File: src/rtl/wdt_pkg.sv
// Shared types and constants for the watchdog / software-reset requester.
package wdt_pkg;

    typedef enum logic [1:0] {
        ST_IDLE = 2'd0,
        ST_RUN  = 2'd1,
        ST_BARK = 2'd2,
        ST_REQ  = 2'd3
    } wdt_state_e;

    localparam logic [1:0] REG_CTRL  = 2'd0;
    localparam logic [1:0] REG_LOAD  = 2'd1;
    localparam logic [1:0] REG_CMD   = 2'd2;
    localparam logic [1:0] REG_COUNT = 2'd3;

    localparam int CTRL_EN       = 0;
    localparam int CTRL_IRQ_EN   = 1;
    localparam int CTRL_RST_EN   = 2;
    localparam int CTRL_BARK     = 8;
    localparam int CTRL_STATE_LO = 9;

    localparam logic [31:0] KICK_KEY_DEF = 32'h5A5A_0F0F;
    localparam logic [31:0] SRST_KEY_DEF = 32'hA5A5_F0F0;

    // CTRL readback: control bits plus bark flag and FSM state.
    function automatic logic [31:0] ctrl_word(input logic [2:0] ctrl,
                                              input logic bark,
                                              input wdt_state_e st);
        logic [31:0] w;
        w = '0;
        w[2:0] = ctrl;
        w[CTRL_BARK] = bark;
        w[CTRL_STATE_LO +: 2] = st;
        return w;
    endfunction

endpackage

File: src/rtl/wdt_rst_req_if.sv
// Peripheral register bus plus the watchdog's interrupt and reset-request outputs.
interface wdt_rst_req_if;
    logic        wr_en;
    logic        rd_en;
    logic [3:0]  addr;
    logic [31:0] wdata;
    logic [31:0] rdata;
    logic        wdt_irq;
    logic        soft_rst_en;

    modport master (
        output wr_en, rd_en, addr, wdata,
        input  rdata, wdt_irq, soft_rst_en
    );

    modport slave (
        input  wr_en, rd_en, addr, wdata,
        output rdata, wdt_irq, soft_rst_en
    );
endinterface

File: src/rtl/wdt_pulse_gen.sv
// Fixed-length pulse generator: a trigger starts a PULSE_LEN-cycle high level,
// after which done stays set until reset.
module wdt_pulse_gen #(
    parameter int PULSE_LEN = 4
) (
    input  logic clk,
    input  logic rst_n,
    input  logic trig_i,
    output logic pulse_o,
    output logic done_o
);
    localparam int CW = (PULSE_LEN > 1) ? $clog2(PULSE_LEN) : 1;
    localparam logic [CW-1:0] LAST = CW'(PULSE_LEN - 1);

    logic [CW-1:0] cnt_q;
    logic          pulse_q;
    logic          done_q;

    always_ff @(posedge clk or negedge rst_n) begin
        if (!rst_n) begin
            cnt_q   <= '0;
            pulse_q <= 1'b0;
            done_q  <= 1'b0;
        end else if (pulse_q) begin
            if (cnt_q == LAST) begin
                pulse_q <= 1'b0;
                done_q  <= 1'b1;
            end else begin
                cnt_q <= cnt_q + CW'(1);
            end
        end else if (trig_i) begin
            pulse_q <= 1'b1;
            cnt_q   <= '0;
        end
    end

    assign pulse_o = pulse_q;
    assign done_o  = done_q;
endmodule

File: src/rtl/wdt_rst_req.sv
// Watchdog with bark interrupt and bite reset request, plus keyed software reset,
// driving the reset controller's soft_rst_en input.
module wdt_rst_req
    import wdt_pkg::*;
#(
    parameter int          CNT_W     = 32,
    parameter int          PULSE_LEN = 4,
    parameter logic [31:0] KICK_KEY  = KICK_KEY_DEF,
    parameter logic [31:0] SRST_KEY  = SRST_KEY_DEF
) (
    input logic           clk,
    input logic           rst_n,
    wdt_rst_req_if.slave  bus
);
    logic [2:0]       ctrl_q, ctrl_d;
    logic [CNT_W-1:0] load_q, load_d;
    logic [CNT_W-1:0] cnt_q;
    wdt_state_e       state_q;
    logic             bark_q;
    logic             irq_q;
    logic [31:0]      rdata_q;

    logic [1:0] idx;
    logic       wr_ctrl, wr_load, wr_cmd;
    logic       kick, srst_wr, en_rise, en_clear, expired, active;
    logic       req_go;
    logic       pulse, pulse_done;
    logic       unused_addr;

    assign idx         = bus.addr[3:2];
    assign unused_addr = ^bus.addr[1:0];
    assign wr_ctrl     = bus.wr_en && (idx == REG_CTRL);
    assign wr_load     = bus.wr_en && (idx == REG_LOAD);
    assign wr_cmd      = bus.wr_en && (idx == REG_CMD);
    assign kick        = wr_cmd && (bus.wdata == KICK_KEY);
    assign srst_wr     = wr_cmd && (bus.wdata == SRST_KEY);
    assign en_rise     = wr_ctrl && bus.wdata[CTRL_EN] && !ctrl_q[CTRL_EN];
    assign en_clear    = wr_ctrl && !bus.wdata[CTRL_EN];
    assign expired     = (cnt_q == '0);
    assign active      = (state_q == ST_RUN) || (state_q == ST_BARK);

    always_comb begin
        ctrl_d = ctrl_q;
        load_d = load_q;
        if (wr_ctrl) ctrl_d = bus.wdata[2:0];
        if (wr_load) load_d = bus.wdata[CNT_W-1:0];
    end

    always_ff @(posedge clk or negedge rst_n) begin
        if (!rst_n) begin
            ctrl_q <= '0;
            load_q <= '1;
        end else begin
            ctrl_q <= ctrl_d;
            load_q <= load_d;
        end
    end

    // Entry into REQ is decoded here so the pulse starts on the same edge as the state change.
    always_comb begin
        req_go = srst_wr;
        if (active && !en_clear && !kick && expired && ctrl_q[CTRL_RST_EN] &&
            (state_q == ST_BARK || !ctrl_q[CTRL_IRQ_EN])) begin
            req_go = 1'b1;
        end
    end

    always_ff @(posedge clk or negedge rst_n) begin
        if (!rst_n) begin
            state_q <= ST_IDLE;
            cnt_q   <= '1;
            bark_q  <= 1'b0;
            irq_q   <= 1'b0;
        end else if (srst_wr) begin
            state_q <= ST_REQ;
        end else begin
            unique case (state_q)
                ST_IDLE: begin
                    if (kick) begin
                        cnt_q  <= load_q;
                        bark_q <= 1'b0;
                        irq_q  <= 1'b0;
                    end
                    if (en_rise) begin
                        cnt_q   <= load_q;
                        state_q <= ST_RUN;
                    end
                end
                ST_RUN, ST_BARK: begin
                    if (en_clear) begin
                        state_q <= ST_IDLE;
                        irq_q   <= 1'b0;
                    end else if (kick) begin
                        state_q <= ST_RUN;
                        cnt_q   <= load_q;
                        bark_q  <= 1'b0;
                        irq_q   <= 1'b0;
                    end else if (!expired) begin
                        cnt_q <= cnt_q - CNT_W'(1);
                    end else if (state_q == ST_RUN) begin
                        if (ctrl_q[CTRL_IRQ_EN]) begin
                            state_q <= ST_BARK;
                            bark_q  <= 1'b1;
                            irq_q   <= 1'b1;
                            cnt_q   <= load_q;
                        end else if (ctrl_q[CTRL_RST_EN]) begin
                            state_q <= ST_REQ;
                        end else begin
                            bark_q <= 1'b1;
                            cnt_q  <= load_q;
                        end
                    end else if (ctrl_q[CTRL_RST_EN]) begin
                        state_q <= ST_REQ;
                    end
                end
                default: ;
            endcase
        end
    end

    // One pulse per reset cycle: later SRST writes while in REQ are absorbed.
    wdt_pulse_gen #(.PULSE_LEN(PULSE_LEN)) u_pulse (
        .clk     (clk),
        .rst_n   (rst_n),
        .trig_i  (req_go && !pulse && !pulse_done),
        .pulse_o (pulse),
        .done_o  (pulse_done)
    );

    always_ff @(posedge clk or negedge rst_n) begin
        if (!rst_n) begin
            rdata_q <= '0;
        end else if (bus.rd_en && !bus.wr_en) begin
            unique case (idx)
                REG_CTRL:  rdata_q <= ctrl_word(ctrl_q, bark_q, state_q);
                REG_LOAD:  rdata_q <= 32'(load_q);
                REG_CMD:   rdata_q <= '0;
                REG_COUNT: rdata_q <= 32'(cnt_q);
            endcase
        end else begin
            rdata_q <= '0;
        end
    end

    assign bus.rdata       = rdata_q;
    assign bus.wdt_irq     = irq_q;
    assign bus.soft_rst_en = pulse;
endmodule

File: src/flat_wrapper.sv
// flat-port wrapper written by rule: the top's interface ports become plain ports
module wdt_rst_req_flat import wdt_pkg::*;
#(
    parameter int          CNT_W     = 32,
    parameter int          PULSE_LEN = 4,
    parameter logic [31:0] KICK_KEY  = KICK_KEY_DEF,
    parameter logic [31:0] SRST_KEY  = SRST_KEY_DEF
)
  (clk, rst_n, bus_wr_en, bus_rd_en, bus_addr, bus_wdata, bus_rdata, bus_wdt_irq, bus_soft_rst_en);
  wdt_rst_req_if bus_i ();
  input logic clk;
  input logic rst_n;
  input wire logic [$bits(bus_i.wr_en)-1:0] bus_wr_en;
  input wire logic [$bits(bus_i.rd_en)-1:0] bus_rd_en;
  input wire logic [$bits(bus_i.addr)-1:0] bus_addr;
  input wire logic [$bits(bus_i.wdata)-1:0] bus_wdata;
  output wire logic [$bits(bus_i.rdata)-1:0] bus_rdata;
  output wire logic [$bits(bus_i.wdt_irq)-1:0] bus_wdt_irq;
  output wire logic [$bits(bus_i.soft_rst_en)-1:0] bus_soft_rst_en;
  assign bus_i.wr_en = bus_wr_en;
  assign bus_i.rd_en = bus_rd_en;
  assign bus_i.addr = bus_addr;
  assign bus_i.wdata = bus_wdata;
  assign bus_rdata = bus_i.rdata;
  assign bus_wdt_irq = bus_i.wdt_irq;
  assign bus_soft_rst_en = bus_i.soft_rst_en;
  wdt_rst_req #(.CNT_W(CNT_W), .PULSE_LEN(PULSE_LEN), .KICK_KEY(KICK_KEY), .SRST_KEY(SRST_KEY)) u_core (.clk(clk), .rst_n(rst_n), .bus(bus_i));
endmodule
File: config.mk
export PLATFORM = sky130hd
export DESIGN_NAME = wdt_rst_req_flat
export DESIGN_NICKNAME = d
export VERILOG_FILES = /design/src/rtl/wdt_pkg.sv /design/src/rtl/wdt_rst_req_if.sv /design/src/rtl/wdt_pulse_gen.sv /design/src/rtl/wdt_rst_req.sv /design/src/flat_wrapper.sv
export SDC_FILE = /design/constraint.sdc
export NUM_CORES = 1
export LEC_CHECK = 0
export CAP_MARGIN = 10
export CELL_PAD_IN_SITES_DETAIL_PLACEMENT = 1
export CELL_PAD_IN_SITES_GLOBAL_PLACEMENT = 2
export CORE_ASPECT_RATIO = 2
export CORE_MARGIN = 1
export CORE_UTILIZATION = 33
export DETAILED_ROUTE_END_ITERATION = 16
export HOLD_SLACK_MARGIN = 0.05
export PLACE_DENSITY_LB_ADDON = 0.1
export SYNTH_ARGS = -nofsm -noshare
export SYNTH_HDL_FRONTEND = slang
export SYNTH_HIERARCHICAL = 1
export SYNTH_SLANG_ARGS = --single-unit
File: constraint.sdc
create_clock -name clk -period 2.3 [get_ports clk]
set_input_delay 0.69 -clock clk [delete_from_list [all_inputs] [get_ports clk]]
set_output_delay 0.69 -clock clk [all_outputs]
set_load 0.005 [all_outputs]
### Yosys cells after proc, flatten, opt, wreduce, memory -nomap -nowiden

Cells that the tools add are included.

* bits in registers: 107
* output and inout port bits: 34

* add/sub/neg operators: 2
* eq/ne operators: 22
* multiplexer cells: 41
* bitwise logic cells: 1
* reduce and logical (&&, ||, !) cells: 39

Operators by type and width (number)
* $mux 32: 9
* $pmux 32 s4: 1
* $pmux 32 s2: 1
* $eq 32x31->1 const B: 1
* $eq 32x32->1 const B: 1
* $logic_not 32->1: 1
* $sub 32x1->32 const B: 1
* $mux 2: 11
* $logic_and 1x1->1: 16
* $mux 1: 16
* $ne 3x1->1 const B: 4
* $ne 4x1->1 const B: 3
* $reduce_and 6->1: 2
* $eq 2x2->1 const B: 4
* $logic_not 1->1: 8
* $reduce_and 7->1: 1
* $ne 5x1->1 const B: 1
* $ne 5x5->1 const B: 1
* $eq 2x1->1 const B: 2
* $logic_not 2->1: 2
* $ne 2x2->1 const B: 2
* $ne 4x3->1 const B: 1
* $ne 4x4->1 const B: 1
* $pmux 1 s2: 2
* other kinds (10): 13

### Longest topological paths before layout

* depth in word-level cells: 14
* depth in mapped cells: 9
* gate-level depth less buffers: 8

### Hierarchy

Netlist, hierarchy kept.

Modules (own cells, without submodules)
* wdt_rst_req: instances 1, cells each 532, area an instance 5741.8 sq um, sequential area each 2657.5 sq um
* wdt_pulse_gen: instances 1, cells each 14, area an instance 185.2 sq um, sequential area each 100.1 sq um

### Worst setup path before layout

OpenSTA, ideal clock, no wires.

* kind: input to register
* from: input bus_wdata[18]
* to: register u_core.cnt_q[10]
* arrival: 2.721 ns
* data required time: 2.226 ns
* setup slack: -0.495 ns
* stages: 7
* buffers on the path: 1
* path through: or4bb_1 > or3_1 > o31ai_4 > nor2_2 > clkbuf_1 > mux2i_1 > o2bb2ai_1

* word-level cells in the longest chain between the ends: 5
* elaborated cells on any way between the ends: 12

Ends and longest elaborated chain
* start, declared: line flat_wrapper.sv:16 `input wire logic [$bits(bus_i.wdata)-1:0] bus_wdata;`
* $eq 32x31->1: line wdt_rst_req.sv:35 `assign kick = wr_cmd && (bus.wdata == KICK_KEY);`
* $logic_and 1x1->1: line wdt_rst_req.sv:35
* $mux 32: line wdt_rst_req.sv:93 `end else if (kick) begin`
* $mux 32: line wdt_rst_req.sv:90 `if (en_clear) begin`
* $pmux 32 s2: line wdt_rst_req.sv:77 `unique case (state_q)`
* end signal, assigned: line wdt_rst_req.sv:80 `cnt_q <= load_q;`
* end signal, assigned: line wdt_rst_req.sv:95 `cnt_q <= load_q;`
* end signal, assigned: line wdt_rst_req.sv:99 `cnt_q <= cnt_q - CNT_W'(1);`
* end, declared: line wdt_rst_req.sv:17 `logic [CNT_W-1:0] cnt_q;`

Several ways; a longest one is shown, not always the timed one. The select of a mux whose other input is x is not followed.
A chain may end at the register's enable or synchronous reset.

### Worst setup path after layout

* from: input bus_wdata[16]
* to: register u_core.u_pulse.cnt_q[1]

* word-level cells in the longest chain between the ends: 12
* elaborated cells on any way between the ends: 14

Ends and longest elaborated chain
* $eq 32x31->1: line wdt_rst_req.sv:35
* $logic_and 1x1->1: line wdt_rst_req.sv:35
* $logic_not 1->1: line wdt_rst_req.sv:62 `if (active && !en_clear && !kick && expired && ctrl_q[CTRL_RST_EN] &&`
* $logic_and 1x1->1 (4 in series): line wdt_rst_req.sv:62
* $mux 1 *: line wdt_rst_req.sv:62
* $logic_and 1x1->1 * (2 in series): line wdt_rst_req.sv:125 `.trig_i (req_go && !pulse && !pulse_done),`
* $reduce_bool 2->1 (no source line) *
* $reduce_and 2->1 (no source line) *
* end signal, assigned: line wdt_pulse_gen.sv:29 `cnt_q <= cnt_q + CW'(1);`
* end, declared: line wdt_pulse_gen.sv:15 `logic [CW-1:0] cnt_q;`

Every way passes the cells marked *; elsewhere a longest branch is shown, timed or not.

==> impl_results.md <==
- Run status: complete, but fails checks
- Failing checks: negative setup slack
- Period utilisation layout: 1.15
- Critical path peak fanout: 3
- Max_slew headroom: 0.690
- Routability cong.: 0.818
- Fraction of layout cells with a size suffix above 1: 0.432
- Core area: 17700 um2
- Max-cap viol count: 0
- P_sw: 0.00396 W
- Initial antenna violation count: 0
- Mapped Area: 5930 um2
- Number of diodes: 0
- TritonCTS Buffers: 9
- Clk sinks: 107
- Post-synth ARST share: 1.00
- Vias in the first global route: 5963
- Cells after Synth: 546
- Pre-antenna DRT Iters: 4
- Count leader, synth: dfstp_2
- Compound-Gate Fraction of Synth Area: 0.131
- Post-synth EDFFs: 0
- Commonest cells post-synth: dfstp_2, mux2i_1, nor2_1
- Final WL: 21.6 mm
- Post-CTS Hold Buffers: 0
- Part of the Yosys area used for sequential elements: 0.465
- Achievable clock frequency: 377 MHz
- Dpl cells: 918
- Switching share of total power: 0.370
- Fillers: 1921
- Remaining DRCs: 0
- Worst Setup SP: bus_wdata[16]
- Critical setup path kind: primary input to flop
- Via density: 5.58
- Die Area: 18500 um2
- Reg area: 2760 um2
- Hold slack: 0.278 ns
- Largest family of logic cells by synthesized area: simple AND/OR/NAND/NOR gates
- Delay of the slowest cell on the worst path: 0.57 ns
- DRT antenna net count: 0
- Final hold viol count: 0
- DRT iter0 DRCs: 212
- CTS tree: built
- Synth Area per Inst: 10.9 um2
- Synth unique cells: 56
- CP top delay family: simple AND/OR/NAND/NOR gates
- Slew Limit Fails: 0
- HP Class: primary input to asynchronous set/reset pin
- Post-synth top area share: 0.284
- Clk_lat worst skew: 0.36 ns
- Largest net degree at the start of global routing: 43
- CTS clk-pin slew, worst paths: 0.08 ns
- PortBufs: 71
- Power Internal: 0.00675 W
- Power density cells: 1220 nW/um2
- CP bufs+invs: 2
- Critical Path End Type: flop
- Std-Cell Rows: 69
- Worst setup SP type: primary input
- H-tree levels: 3
- Pleak: 3.80 nW
- Starting Density: 0.335
- Synth Area in XOR/XNOR: 0.00148
- Register bit total from synthesis: 107
- Syn. warnings: 6
- I/O pin count: 74
- Ys flop type: dfstp_2
- Synth area leader: dfstp_2
- Simple-gate share of the synthesized area: 0.184
- Dpl hpwl: 15.2 mm
- Area grow syn2layout: 48.2%
- Routed WL per cell: 22.6 um
- WP data required: 2.58 ns
- Largest cells by area after synthesis: dfstp_2, dfrtp_1, mux2i_1, mux2_2, o2bb2ai_1
- GR Util All Layers: 0.242
- Post-route non-filler standard cell count: 956
- # nets final: 786
- CP Data Arrival Time: 2.93 ns
- Worst-Margin Slew: 0.460 ns
- Number of setup violations in the final report: 39
- Max VDD drop: 0.483 mV
- Syn nets: 593
- Setup tns final: -9.21 ns
- Footprint of the multi-input gates: 3270 um2
- Sequential share of power: 0.284
- Clock skew: 0.0130 ns
- Die span in y: 192 um
- First-pass GRT wire length: 34.1 mm
- Final min period: 2.65 ns
- Critical-path cell list: buf_6 -> or4bb_4 -> or3_4 -> o31ai_4 -> buf_4 -> nor2_4 -> a41o_1 -> nor3b_4 -> nand2b_4 -> mux2i_1
- Clock tree buffer depth: 2
- Register-to-register setup slack: -0.28 ns
- Adder-cell share of the synthesized area: 0.0148
- Mux contribution to synthesized area: 0.171
- Clk pwr share: 0.161
- Final setup margin: -0.355 ns
- Die W: 96.8 um
- Worst-path cell with the longest stage delay: or4bb_4
- Critical R2R Launch: u_core/cnt_q[20]
- RSZ-0062 raised after global routing: true
- Power share of the combinational group: 0.555
- Congestion Overflow GR: 0
- CTS Root Cell: clkbuf_16
- Vias: 5332
-- worst register-to-register path, stage by stage (launching register included) --
cell and delay, ns:
dfstp_2 0.38, or4_4 0.55, nand4bb_4 0.25, nor4_2 0.35, buf_4 0.19, a41o_1 0.22, nor3b_4 0.28, nand2b_4 0.17
mux2i_1 0.07
-- registers in the layout, summed over array words and instances, names as in the netlist --
register                count
u_core/bark_q               1
u_core/bus.rdata           32
u_core/bus.wdt_irq          1
u_core/cnt_q               32
u_core/ctrl_q               3
u_core/load_q              32
u_core/state_q              2
u_core/u_pulse/cnt_q        2
u_core/u_pulse/done_o       1
u_core/u_pulse/pulse_o      1
-- routing by layer --
| layer | global-route usage | vias to the layer above | part of all wire |
|---|---|---|---|
| met5 | 0 | - | 0 |
| met4 | 0.110 | 0 | 0.033 |
| met3 | 0.0271 | 41 | 0.021 |
| met2 | 0.486 | 100 | 0.59 |
| met1 | 0.244 | 2750 | 0.36 |
| li1 | - | 2441 | - |
-- what timing repair did --
action                     in CTS  in global routing
pin swaps                      36                 15
resized for setup             104                 17
buffers inserted               14                  5
setup endpoints to repair      39                 39
gates cloned                    9                  1
-- metrics by stage --
step | setup WS [ns] | utilization | instance area, um2 | power [W]
final | -0.355 | 0.496 | 8780 | 0.0107
after detailed placement | -1.11 | 0.442 | 7820 | 0.00778
after floorplan | -0.375 | - | 6000 | 0.00571
after global placement | -1.09 | 0.442 | 7820 | 0.00763
after CTS | -0.367 | 0.494 | 8750 | 0.0108
after global routing | -0.405 | 0.496 | 8780 | 0.0113
-- cell usage in the layout (no fill, tap or decap), drive strengths merged, types with 3 or more instances in the layout --
| master | n |
|---|---|
| nand2 | 9 |
| clkdlybuf4s50 | 45 |
| nand4 | 9 |
| mux2i | 56 |
| ha | 7 |
| nor3b | 4 |
| nor4b | 8 |
| o2bb2ai | 30 |
| nor4bb | 6 |
| nand3b | 3 |
| buf | 153 |
| dlygate4sd2 | 15 |
| nor4 | 22 |
| inv | 14 |
| o21ai | 5 |
| nor2b | 7 |
| nor3 | 26 |
| nor2 | 54 |
| nand2b | 4 |
| dfrtp | 43 |
| a21oi | 10 |
| or3 | 9 |
| a21o | 4 |
| o211ai | 31 |
| dfstp | 64 |
| or4 | 4 |
| mux2 | 40 |
| clkbuf | 13 |
| a22oi | 7 |
| nand3 | 6 |
| or2 | 4 |
-- final cells by class --
cell class / instances / share of cell area
clock inverter: 4 / 0.00841
sequential: 107 / 0.314
clock buffer: 11 / 0.0288
inverter: 14 / 0.00598
tap: 213 / 0.0304
timing repair buffer: 217 / 0.240
multi-input combinational: 390 / 0.373
-- final timing paths --
check | end | depth (start not counted)
min | u_core/bus.rdata[18] | 1
max in group asynchronous | u_core/load_q[0] | 2
min in group clk | u_core/bus.wdt_irq | 1
max | u_core/u_pulse/cnt_q[1] | 10
max reg2reg | u_core/u_pulse/cnt_q[1] | 8
min reg2reg | u_core/bus.wdt_irq | 1
-- cells by family (layout without fill, tap and decap cells) --
group | count (synthesis) | in the layout
adders and majority gates | 7 | 7
AOI/OAI and AO/OA | 100 | 100
DFF | 107 | 107
and+or+nand+nor | 186 | 186
muxes | 96 | 96
buffers and inverters | 49 | 246
xor gates and xnor gates | 1 | 1
-- power by group through the flow --
stage	registers (W)	logic, W	clock network, W
after floorplan	0.00301	0.00270	0
after global placement	0.00303	0.00460	0
after detailed placement	0.00306	0.00472	0
after CTS	0.00304	0.00602	0.00178
after global routing	0.00310	0.00636	0.00184
final	0.00304	0.00595	0.00172
No activity file was read; power rests on OpenSTA's default activity.
